[src/rtl/i2cs_apb_reg_fifo_if.sv]
// Register-side bus between the APB slave front end and the register/FIFO stage.
// Carries the registered write strobe/address/data, the combinational read
// address, the read-complete pulse and the returned read data.
interface i2cs_apb_reg_fifo_if #(
  parameter int ADDR_W = 12
);
  logic [ADDR_W-1:0] waddr;
  logic [31:0]       wdata;
  logic              wrenable;
  logic [ADDR_W-1:0] raddr;
  logic [31:0]       rdata;
  logic              rd_byte_complete;

  modport master (
    output waddr, wdata, wrenable, raddr, rd_byte_complete,
    input  rdata
  );

  modport slave (
    input  waddr, wdata, wrenable, raddr, rd_byte_complete,
    output rdata
  );
endinterface

[src/rtl/i2cs_apb_reg_fifo.sv]
// Register/FIFO stage of the APB I2C slave.
// TX FIFO carries bytes APB->I2C, RX FIFO carries bytes I2C->APB; one level irq.
// Optional feature: define I2CS_FIFO_WATERMARK_EN to add the WMARK register
// (0x01C) and the two live watermark interrupt sources IRQ_STATUS[5:4].
module i2cs_apb_reg_fifo #(
  parameter int FIFO_DEPTH = 8,
  parameter int DATA_W     = 8,
  parameter int ADDR_W     = 12
) (
  input  logic                 apb_pclk_i,
  input  logic                 apb_presetn_i,
  i2cs_apb_reg_fifo_if.slave   apb,
  input  logic                 i2c_rx_push_i,
  input  logic [DATA_W-1:0]    i2c_rx_data_i,
  input  logic                 i2c_tx_pop_i,
  output logic [DATA_W-1:0]    i2c_tx_data_o,
  output logic                 i2c_tx_valid_o,
  output logic                 irq_o
);
  localparam int PTR_W = $clog2(FIFO_DEPTH);
  localparam int CNT_W = PTR_W + 1;
  localparam logic [CNT_W-1:0] FULL_LVL = CNT_W'(FIFO_DEPTH);

  localparam logic [ADDR_W-1:0] A_CTRL  = ADDR_W'('h000);
  localparam logic [ADDR_W-1:0] A_STAT  = ADDR_W'('h004);
  localparam logic [ADDR_W-1:0] A_TXD   = ADDR_W'('h008);
  localparam logic [ADDR_W-1:0] A_RXD   = ADDR_W'('h00C);
  localparam logic [ADDR_W-1:0] A_LEVEL = ADDR_W'('h010);
  localparam logic [ADDR_W-1:0] A_IEN   = ADDR_W'('h014);
  localparam logic [ADDR_W-1:0] A_IST   = ADDR_W'('h018);
`ifdef I2CS_FIFO_WATERMARK_EN
  localparam logic [ADDR_W-1:0] A_WMARK = ADDR_W'('h01C);
  localparam int IRQ_W = 6;
`else
  localparam int IRQ_W = 4;
`endif

  logic [DATA_W-1:0] tx_mem [FIFO_DEPTH];
  logic [DATA_W-1:0] rx_mem [FIFO_DEPTH];
  logic [PTR_W-1:0]  tx_wr_ptr, tx_rd_ptr, rx_wr_ptr, rx_rd_ptr;
  logic [CNT_W-1:0]  tx_level, rx_level;
  logic [ADDR_W-1:0] raddr_q;
  logic [2:0]        flags;     // {rx_udf, rx_ovf, tx_ovf}
  logic [IRQ_W-1:0]  irq_en;
  logic [IRQ_W-1:0]  irq_status;
  logic              irq_q;
`ifdef I2CS_FIFO_WATERMARK_EN
  logic [7:0]        tx_wm, rx_wm;
`endif

  logic flush, tx_empty, tx_full, rx_empty, rx_full;
  logic tx_push_req, tx_push, tx_pop, tx_ovf_set;
  logic rx_pop_req, rx_push, rx_pop, rx_ovf_set, rx_udf_set;
  logic [2:0] w1c;

  assign flush    = apb.wrenable && (apb.waddr == A_CTRL) && apb.wdata[0];
  assign tx_empty = (tx_level == '0);
  assign tx_full  = (tx_level == FULL_LVL);
  assign rx_empty = (rx_level == '0);
  assign rx_full  = (rx_level == FULL_LVL);

  // A push into a full FIFO is accepted only when a pop frees the head slot in the same cycle.
  assign tx_push_req = apb.wrenable && (apb.waddr == A_TXD);
  assign tx_pop      = i2c_tx_pop_i && !tx_empty && !flush;
  assign tx_push     = tx_push_req && (!tx_full || tx_pop) && !flush;
  assign tx_ovf_set  = tx_push_req && tx_full && !tx_pop && !flush;

  assign rx_pop_req  = apb.rd_byte_complete && (raddr_q == A_RXD);
  assign rx_pop      = rx_pop_req && !rx_empty && !flush;
  assign rx_push     = i2c_rx_push_i && (!rx_full || rx_pop) && !flush;
  assign rx_ovf_set  = i2c_rx_push_i && rx_full && !rx_pop && !flush;
  assign rx_udf_set  = rx_pop_req && rx_empty && !flush;

  assign w1c = (apb.wrenable && (apb.waddr == A_IST)) ? apb.wdata[2:0] : '0;

`ifdef I2CS_FIFO_WATERMARK_EN
  assign irq_status = {9'(rx_level) >= {1'b0, rx_wm},
                       9'(tx_level) <= {1'b0, tx_wm},
                       !rx_empty, flags};
`else
  assign irq_status = {!rx_empty, flags};
`endif

  assign i2c_tx_valid_o = !tx_empty;
  assign i2c_tx_data_o  = tx_empty ? '0 : tx_mem[tx_rd_ptr];
  assign irq_o          = irq_q;

  // TX FIFO pointers and level; flush empties it regardless of concurrent traffic.
  always_ff @(posedge apb_pclk_i or negedge apb_presetn_i) begin
    if (!apb_presetn_i) begin
      tx_wr_ptr <= '0;
      tx_rd_ptr <= '0;
      tx_level  <= '0;
    end else if (flush) begin
      tx_wr_ptr <= '0;
      tx_rd_ptr <= '0;
      tx_level  <= '0;
    end else begin
      if (tx_push) tx_wr_ptr <= tx_wr_ptr + 1'b1;
      if (tx_pop)  tx_rd_ptr <= tx_rd_ptr + 1'b1;
      tx_level <= tx_level + CNT_W'(tx_push) - CNT_W'(tx_pop);
    end
  end

  // RX FIFO pointers and level.
  always_ff @(posedge apb_pclk_i or negedge apb_presetn_i) begin
    if (!apb_presetn_i) begin
      rx_wr_ptr <= '0;
      rx_rd_ptr <= '0;
      rx_level  <= '0;
    end else if (flush) begin
      rx_wr_ptr <= '0;
      rx_rd_ptr <= '0;
      rx_level  <= '0;
    end else begin
      if (rx_push) rx_wr_ptr <= rx_wr_ptr + 1'b1;
      if (rx_pop)  rx_rd_ptr <= rx_rd_ptr + 1'b1;
      rx_level <= rx_level + CNT_W'(rx_push) - CNT_W'(rx_pop);
    end
  end

  // FIFO storage; contents are only observable through the levels, so no reset is needed.
  always_ff @(posedge apb_pclk_i) begin
    if (tx_push) tx_mem[tx_wr_ptr] <= apb.wdata[DATA_W-1:0];
    if (rx_push) rx_mem[rx_wr_ptr] <= i2c_rx_data_i;
  end

  // Control registers, sticky flags (set beats W1C clear), read address pipe and irq.
  always_ff @(posedge apb_pclk_i or negedge apb_presetn_i) begin
    if (!apb_presetn_i) begin
      raddr_q <= '0;
      flags   <= '0;
      irq_en  <= '0;
      irq_q   <= 1'b0;
`ifdef I2CS_FIFO_WATERMARK_EN
      tx_wm   <= '0;
      rx_wm   <= '0;
`endif
    end else begin
      raddr_q <= apb.raddr;
      flags   <= {rx_udf_set, rx_ovf_set, tx_ovf_set} | (flags & ~w1c);
      irq_q   <= |(irq_status & irq_en);
      if (apb.wrenable && (apb.waddr == A_IEN)) irq_en <= apb.wdata[IRQ_W-1:0];
`ifdef I2CS_FIFO_WATERMARK_EN
      if (apb.wrenable && (apb.waddr == A_WMARK)) begin
        tx_wm <= apb.wdata[7:0];
        rx_wm <= apb.wdata[23:16];
      end
`endif
    end
  end

  // Combinational read mux on the live read address.
  always_comb begin
    apb.rdata = '0;
    case (apb.raddr)
      A_STAT:  apb.rdata = {28'd0, rx_full, rx_empty, tx_full, tx_empty};
      A_RXD:   apb.rdata = rx_empty ? '0 : 32'(rx_mem[rx_rd_ptr]);
      A_LEVEL: apb.rdata = 32'(tx_level) | (32'(rx_level) << 16);
      A_IEN:   apb.rdata = 32'(irq_en);
      A_IST:   apb.rdata = 32'(irq_status);
`ifdef I2CS_FIFO_WATERMARK_EN
      A_WMARK: apb.rdata = {8'd0, rx_wm, 8'd0, tx_wm};
`endif
      default: apb.rdata = '0;
    endcase
  end
endmodule

[src/flat_wrapper.sv]
// flat-port wrapper written by rule: the top's interface ports become plain ports
module i2cs_apb_reg_fifo_flat 
#(
  parameter int FIFO_DEPTH = 8,
  parameter int DATA_W     = 8,
  parameter int ADDR_W     = 12
)
  (apb_pclk_i, apb_presetn_i, i2c_rx_push_i, i2c_rx_data_i, i2c_tx_pop_i, i2c_tx_data_o, i2c_tx_valid_o, irq_o, apb_waddr, apb_wdata, apb_wrenable, apb_raddr, apb_rd_byte_complete, apb_rdata);
  i2cs_apb_reg_fifo_if #(.ADDR_W(ADDR_W)) apb_i ();
  input  logic apb_pclk_i;
  input  logic apb_presetn_i;
  input  logic i2c_rx_push_i;
  input  logic [DATA_W-1:0] i2c_rx_data_i;
  input  logic i2c_tx_pop_i;
  output logic [DATA_W-1:0] i2c_tx_data_o;
  output logic i2c_tx_valid_o;
  output logic irq_o;
  input wire logic [$bits(apb_i.waddr)-1:0] apb_waddr;
  input wire logic [$bits(apb_i.wdata)-1:0] apb_wdata;
  input wire logic [$bits(apb_i.wrenable)-1:0] apb_wrenable;
  input wire logic [$bits(apb_i.raddr)-1:0] apb_raddr;
  input wire logic [$bits(apb_i.rd_byte_complete)-1:0] apb_rd_byte_complete;
  output wire logic [$bits(apb_i.rdata)-1:0] apb_rdata;
  assign apb_i.waddr = apb_waddr;
  assign apb_i.wdata = apb_wdata;
  assign apb_i.wrenable = apb_wrenable;
  assign apb_i.raddr = apb_raddr;
  assign apb_i.rd_byte_complete = apb_rd_byte_complete;
  assign apb_rdata = apb_i.rdata;
  i2cs_apb_reg_fifo #(.FIFO_DEPTH(FIFO_DEPTH), .DATA_W(DATA_W), .ADDR_W(ADDR_W)) u_core (.apb_pclk_i(apb_pclk_i), .apb_presetn_i(apb_presetn_i), .apb(apb_i), .i2c_rx_push_i(i2c_rx_push_i), .i2c_rx_data_i(i2c_rx_data_i), .i2c_tx_pop_i(i2c_tx_pop_i), .i2c_tx_data_o(i2c_tx_data_o), .i2c_tx_valid_o(i2c_tx_valid_o), .irq_o(irq_o));
endmodule
[config.mk]
export PLATFORM = sky130hd
export DESIGN_NAME = i2cs_apb_reg_fifo_flat
export DESIGN_NICKNAME = d
export VERILOG_FILES = /design/src/rtl/i2cs_apb_reg_fifo_if.sv /design/src/rtl/i2cs_apb_reg_fifo.sv /design/src/flat_wrapper.sv
export SDC_FILE = /design/constraint.sdc
export NUM_CORES = 1
export LEC_CHECK = 0
export ABC_AREA = 1
export BUFFER_PORTS_ARGS = -buffer_cell sky130_fd_sc_hd__buf_4
export CORE_MARGIN = 8
export CORE_UTILIZATION = 35
export DETAILED_ROUTE_END_ITERATION = 8
export GPL_ROUTABILITY_DRIVEN = 0
export HOLD_SLACK_MARGIN = 0.08
export PLACE_DENSITY = 0.54
export SETUP_SLACK_MARGIN = 0.1
export SYNTH_ARGS = -nofsm -noshare
export SYNTH_HDL_FRONTEND = slang
export SYNTH_SLANG_ARGS = --single-unit
[constraint.sdc]
create_clock -name apb_pclk_i -period 2.4 [get_ports apb_pclk_i]
set_input_delay 0.72 -clock apb_pclk_i [delete_from_list [all_inputs] [get_ports apb_pclk_i]]
set_output_delay 0.72 -clock apb_pclk_i [all_outputs]
set_load 0.005 [all_outputs]
==> impl_metrics.env, run 1 <==
export IMPL_syn_area_per_cell_sq_um=10.8
export IMPL_synth_top_family_by_area="simple AND/OR/NAND/NOR gates"
export IMPL_die_h_um=164
export IMPL_rsz0062_at_grt="true"
export IMPL_cts_root_buffer="clkbuf_16"
export IMPL_synth_top_area_cell="edfxtp_1"
export IMPL_cp_end_kind="output pin"
export IMPL_cts_tree="built"
export IMPL_rows=54
export IMPL_avgRoutedWirePerCell_um=16.2
export IMPL_synth_main_ff_cell="edfxtp_1"
export IMPL_cts_buffers=17
export IMPL_p_per_area_nw_per_um2=909
export IMPL_highest_layer="met4"
export IMPL_leakage_nw=4.18
export IMPL_crit_path_max_incr_delay_ps=180
export IMPL_cp_arrival_ps=1860
export IMPL_finalSetupViolCount=20
export IMPL_drive_gt1_share_pct=36.6
export IMPL_track_usage_pct=14.1
export IMPL_clk_latency_ps=420
export IMPL_worst_pin_slew_ps=595
export IMPL_synth_adder_area_share_pct=3.14
export IMPL_holdWs_ps=262
export IMPL_hold_buffers=0
export IMPL_final_cells=1163
export IMPL_path_max_fanout=4
export IMPL_placedCellCount=1094
export IMPL_synthToLayoutAreaGrowth_pct=36.5
export IMPL_routed_wl_met3_um=892
export IMPL_final_util_pct=48.3
export IMPL_netlist_area_sq_um=7650
export IMPL_synth_common_cells="edfxtp_1, nor2_1, o21ai_0"
export IMPL_hold_viol=0
export IMPL_worst_r2r_path_depth=14
export IMPL_io_pins=112
export IMPL_ys_top_cells_by_area="edfxtp_1, dfrtp_1, nor2_1, o21ai_0, nand2_1"
export IMPL_wl_met2_mm=9.45
export IMPL_synthSimpleGateAreaFrac_pct=17.0
export IMPL_synthXorXnorAreaFrac_pct=0.573
export IMPL_finalClockSkew_ps=9.20
export IMPL_antenna_cells=0
export IMPL_ys_seq_area_share_pct=63.3
export IMPL_drv_cap=0
export IMPL_start_util_pct=35.4
export IMPL_fillers=1955
export IMPL_power_total_w=0.00948
export IMPL_yosysMostFrequentCell="edfxtp_1"
export IMPL_synth_warnings=0
export IMPL_timing_final_crit_share_pct=107
export IMPL_finalInstanceArea_sq_um=10400
export IMPL_fin_nets=959
export IMPL_via_per_inst=4.75
export IMPL_period_minus_slack_ps=2580
export IMPL_slowest_stage="nor3_4"
export IMPL_clock_path_buffers=2
export IMPL_max_freq_ghz=0.388
export IMPL_place_hpwl_mm=11.8
export IMPL_ant_nets=0
export IMPL_rr_startpoint="u_core.tx_level[3]$_DFF_PN0_"
export IMPL_drtPass1Iterations=6
export IMPL_drv_slew=0
export IMPL_critPathTopFamily="simple AND/OR/NAND/NOR gates"
export IMPL_timing_reg2reg_setup_slack_ps=160
export IMPL_synthMuxAreaShare_pct=0.671
export IMPL_grt_pass1_wl_mm=29.2
export IMPL_drtIter0Drc=270
export IMPL_synth_top_area_share_pct=50.3
export IMPL_violations="setup timing"
export IMPL_clock_sinks=168
export IMPL_synthArstFlopShare_pct=23.8
export IMPL_h_tree_depth=4
export IMPL_worst_path_buf_inv=3
export IMPL_synth_edf_count=128
export IMPL_routed_wirelength_mm=18.9
export IMPL_cp_required_ps=1680
export IMPL_dieArea_sq_um=26800
export IMPL_num_vias=5528
export IMPL_wl_met1_mm=8.30
export IMPL_crit_top_cell="nor3_4"
export IMPL_hp_class="primary input to asynchronous set/reset pin"
export IMPL_timing_rr_end="u_core.tx_level[2]$_DFF_PN0_"
export IMPL_seqCellArea_sq_um=4850
export IMPL_grt_pass1_vias=5639
export IMPL_synth_compound_area_share_pct=8.80
export IMPL_ir_drop_mv=0.499
export IMPL_grt_max_degree=41
export IMPL_timing_slew_headroom_pct=60.3
export IMPL_worstPathCellList="buf_8 > nor3_4 > nand2_2 > nor3_4 > nand4_4 > buf_12 > a21oi_4 > buf_4"
export IMPL_worst_slack_ps=-178
export IMPL_placed_cell_area_sq_um=8920
export IMPL_clkSlewWorstSetupHoldPaths_ps=70
export IMPL_grt_overflow_total=0
export IMPL_status="finished, violations left"
export IMPL_startpoint_type="primary input"
export IMPL_io_buffers=67
export IMPL_worstSetupPathType="primary input to output pin"
export IMPL_synthDistinctLibCells=42
export IMPL_ys_ff_latch=168
export IMPL_core_area_sq_um=21600
export IMPL_syn_inst=711
export IMPL_drc=0
export IMPL_multi_input_area_sq_um=2840
export IMPL_die_w_um=164
export IMPL_antenna_found_initial=0
[registers in the layout, summed over array words and instances, names as in the netlist, 4 cells and up]
signal,flops
u_core.raddr_q,12
u_core.tx_mem,64
u_core.tx_level,4
u_core.irq_en,4
u_core.rx_level,4
u_core.rx_mem,64
[worst max path at each step]
stage / slack, ps / endpoint / startpoint / depth (start not counted)
after floorplan: -10 / u_core.tx_level[2]$_DFF_PN0_ / apb_waddr[8] / 13
after global routing: -270 / apb_rdata[1] / u_core.rx_rd_ptr[0]$_DFFE_PN0P_ / 10
final: -180 / apb_rdata[6] / apb_raddr[11] / 8
after global placement: -300 / u_core.rx_mem[1][1]$_DFFE_PP_ / apb_rd_byte_complete / 9
after CTS: -220 / apb_rdata[3] / apb_raddr[11] / 9
after detailed placement: -340 / u_core.rx_mem[1][1]$_DFFE_PP_ / apb_rd_byte_complete / 9
[layout make-up]
class	count	area share (%)
clock buffer	18	4.11
timing repair buffer	166	15.3
multi-input combinational	458	27.2
sequential	168	46.4
tap	280	3.36
inverter	60	2.34
clock inverter	13	1.29
[where the power goes]
| part | internal, W | switching, W | leakage, nW | total [W] |
|---|---|---|---|---|
| Combinational | 0.00154 | 0.00167 | 2.27 | 0.00321 |
| Clock | 0.00146 | 0.00119 | 0.266 | 0.00265 |
| Sequential | 0.00344 | 0.000180 | 1.64 | 0.00362 |
| Total | 0.00644 | 0.00304 | 4.18 | 0.00948 |
[what timing repair did]
item                                   4_1_cts  5_1_grt
gates cloned                                 8        0
buffers inserted                            24        9
gates resized for setup                    107       88
pin swaps                                   37       32
endpoints found under the hold margin        0        0
setup endpoints to repair                   43       35
[kinds of logic after synthesis]
kind of cell | count (synthesis)
AND/OR/NAND/NOR | 284
XOR/XNOR | 5
flip-flops | 168
multiplexers | 5
adder cells (fa/ha/maj) | 18
buffers and inverters | 104
AO/OA/AOI/OAI | 126
other | 1
[stage by stage]
stage / setup slack (ps) / setup TNS [ps]
finish: -178 / -2130
global route: -270 / -3820
CTS: -218 / -2290
detailed placement: -340 / -18430
global placement: -298 / -17840
floorplan: -10.5 / -18.6
[cells in the final DEF (no fill, tap or decap), types with 15 or more instances in the layout]
cell type  count
inv_1         44
dfrtp_1       38
o21ai_1       30
buf_6         21
clkbuf_16     17
nor2_2        23
edfxtp_1     128
conb_1        20
nand2_1       75
o21ai_0       45
nand3_1       31
buf_4        123
nor2_4        15
nor2_1        97
[per-layer routing]
metal | vias up | global-route usage, %
li1 | 2723 | -
met1 | 2665 | 17.5
met2 | 122 | 24.6
met3 | 18 | 3.03
met4 | 0 | 3.64
met5 | - | 0
(Power assumes the default switching activity.)
==> run 2, diff against run 1 <==
BUFFER_PORTS_ARGS = not set   (was -buffer_cell sky130_fd_sc_hd__buf_4)
DONT_BUFFER_PORTS = 1   (was not set)
PLACE_DENSITY = not set   (was 0.54)
PLACE_DENSITY_LB_ADDON = 0.05   (was not set)
==> impl_metrics.env, run 2 (synthesized netlist as in run 1, its figures left out) <==
export IMPL_status="finished, violations left"
export IMPL_violations="setup timing"
export IMPL_synthToLayoutAreaGrowth_pct=34.6
export IMPL_start_util_pct=35.4
export IMPL_dieArea_sq_um=26800
export IMPL_rows=54
export IMPL_finalInstanceArea_sq_um=10300
export IMPL_antenna_cells=0
export IMPL_avgRoutedWirePerCell_um=18.0
export IMPL_hp_class="primary input to asynchronous set/reset pin"
export IMPL_core_area_sq_um=21600
export IMPL_drv_slew=0
export IMPL_leakage_nw=4.01
export IMPL_clk_latency_ps=430
export IMPL_cts_buffers=17
export IMPL_die_h_um=164
export IMPL_num_vias=5418
export IMPL_clock_sinks=168
export IMPL_wl_met1_mm=8.89
export IMPL_final_util_pct=47.6
export IMPL_finalClockSkew_ps=9.29
export IMPL_grt_overflow_total=0
export IMPL_ir_drop_mv=0.480
export IMPL_place_hpwl_mm=12.8
export IMPL_cp_end_kind="output pin"
export IMPL_routed_wl_met3_mm=1.04
export IMPL_cp_arrival_ps=1750
export IMPL_max_freq_ghz=0.404
export IMPL_placed_cell_area_sq_um=8420
export IMPL_io_pins=112
export IMPL_grt_max_degree=41
export IMPL_cp_required_ps=1680
export IMPL_drtIter0Drc=283
export IMPL_period_minus_slack_ps=2470
export IMPL_p_per_area_nw_per_um2=943
export IMPL_drc=0
export IMPL_antenna_found_initial=0
export IMPL_layout_commonest_cell="edfxtp_1"
export IMPL_timing_final_crit_share_pct=103
export IMPL_startpoint_type="flip-flop"
export IMPL_cts_tree="built"
export IMPL_fin_tns_setup_ps=-464
export IMPL_routed_wirelength_mm=20.0
export IMPL_worst_slack_ps=-73.3
export IMPL_via_per_inst=4.87
export IMPL_h_tree_depth=4
export IMPL_layout_common_cells="edfxtp_1, nor2_1, buf_4"
export IMPL_wl_met2_mm=9.76
export IMPL_highest_layer="met4"
export IMPL_cts_root_buffer="clkbuf_16"
export IMPL_clkSlewWorstSetupHoldPaths_ps=70
export IMPL_die_w_um=164
export IMPL_path_max_fanout=15
export IMPL_io_buffers=0
export IMPL_grt_pass1_vias=5382
export IMPL_ant_nets=0
export IMPL_worstSetupPathType="flip-flop to output pin"
export IMPL_drtPass1Iterations=4
export IMPL_drv_cap=0
export IMPL_rsz0062_at_grt="true"
export IMPL_drive_gt1_share_pct=36.7
export IMPL_fin_nets=908
export IMPL_clock_path_buffers=2
export IMPL_dp_slack_ps=-154
export IMPL_finalSetupViolCount=12
export IMPL_top_regs="u_core.rx_mem: 64 flops, u_core.tx_mem: 64 flops, u_core.raddr_q: 12 flops"
export IMPL_grt_pass1_wl_mm=30.3
export IMPL_hold_viol=0
export IMPL_track_usage_pct=14.9
run 2: layer usage:
layer	vias up	GRT usage (%)
met4	0	4.79
met5	-	0
met1	2654	18.9
met2	108	24.2
met3	23	4.21
li1	2633	-
run 2: power breakdown:
part           internal, W  switching, W
clock              0.00138       0.00126
sequential         0.00344      0.000188
combinational      0.00159       0.00185
run 2: per-stage QoR:
stage                     cells  hold WS [ps]  total power (W)
final                      1113           131          0.00970
after global routing       1113           132           0.0103
after CTS                  1098           125          0.00923
after detailed placement   1027           426          0.00572
after global placement     1027           426          0.00565
after floorplan             730           424          0.00499
run 2: cell type report:
type | instances | area (sq um)
flip-flops and latches | 168 | 4850
repair buffers | 115 | 1220
multi-input cells | 458 | 3070
clock inverters | 14 | 135
well taps | 280 | 350
clock buffers | 18 | 429
inverters | 60 | 244
fillers | 1949 | 11300
run 2: worst max-delay path, cell delays in order (launching register included):
cell	delay, ps
dfrtp_2	490
inv_4	110
buf_12	150
nor2_1	70
o32ai_2	210
nand2_1	110
a21oi_2	180
run 2: worst paths after layout:
check                                                 from                               to  slack (ps)  cells after the start
setup reg to reg               u_core.raddr_q[4]$_DFF_PN0_     u_core.rx_level[1]$_DFF_PN0_         180                     10
hold / removal                               apb_presetn_i     u_core.rx_level[3]$_DFF_PN0_         130                      1
hold reg to reg               u_core.irq_en[0]$_DFFE_PN0P_     u_core.irq_en[0]$_DFFE_PN0P_         530                      2
setup / recovery           u_core.rx_rd_ptr[0]$_DFFE_PN0P_                     apb_rdata[5]         -70                      6
min in group apb_pclk_i                       apb_raddr[5]      u_core.raddr_q[5]$_DFF_PN0_         320                      0
max in group asynchronous                    apb_presetn_i  u_core.tx_rd_ptr[0]$_DFFE_PN0P_        2040                      1
run 2: repair_timing:
action | 4_1_cts | 5_1_grt
buffers inserted | 32 | 12
gates cloned | 6 | 3
setup endpoints to repair | 22 | 27
pin swaps | 41 | 39
resized for setup | 140 | 99
hold buffers | 1 | 0
endpoints found under the hold margin | 40 | 0
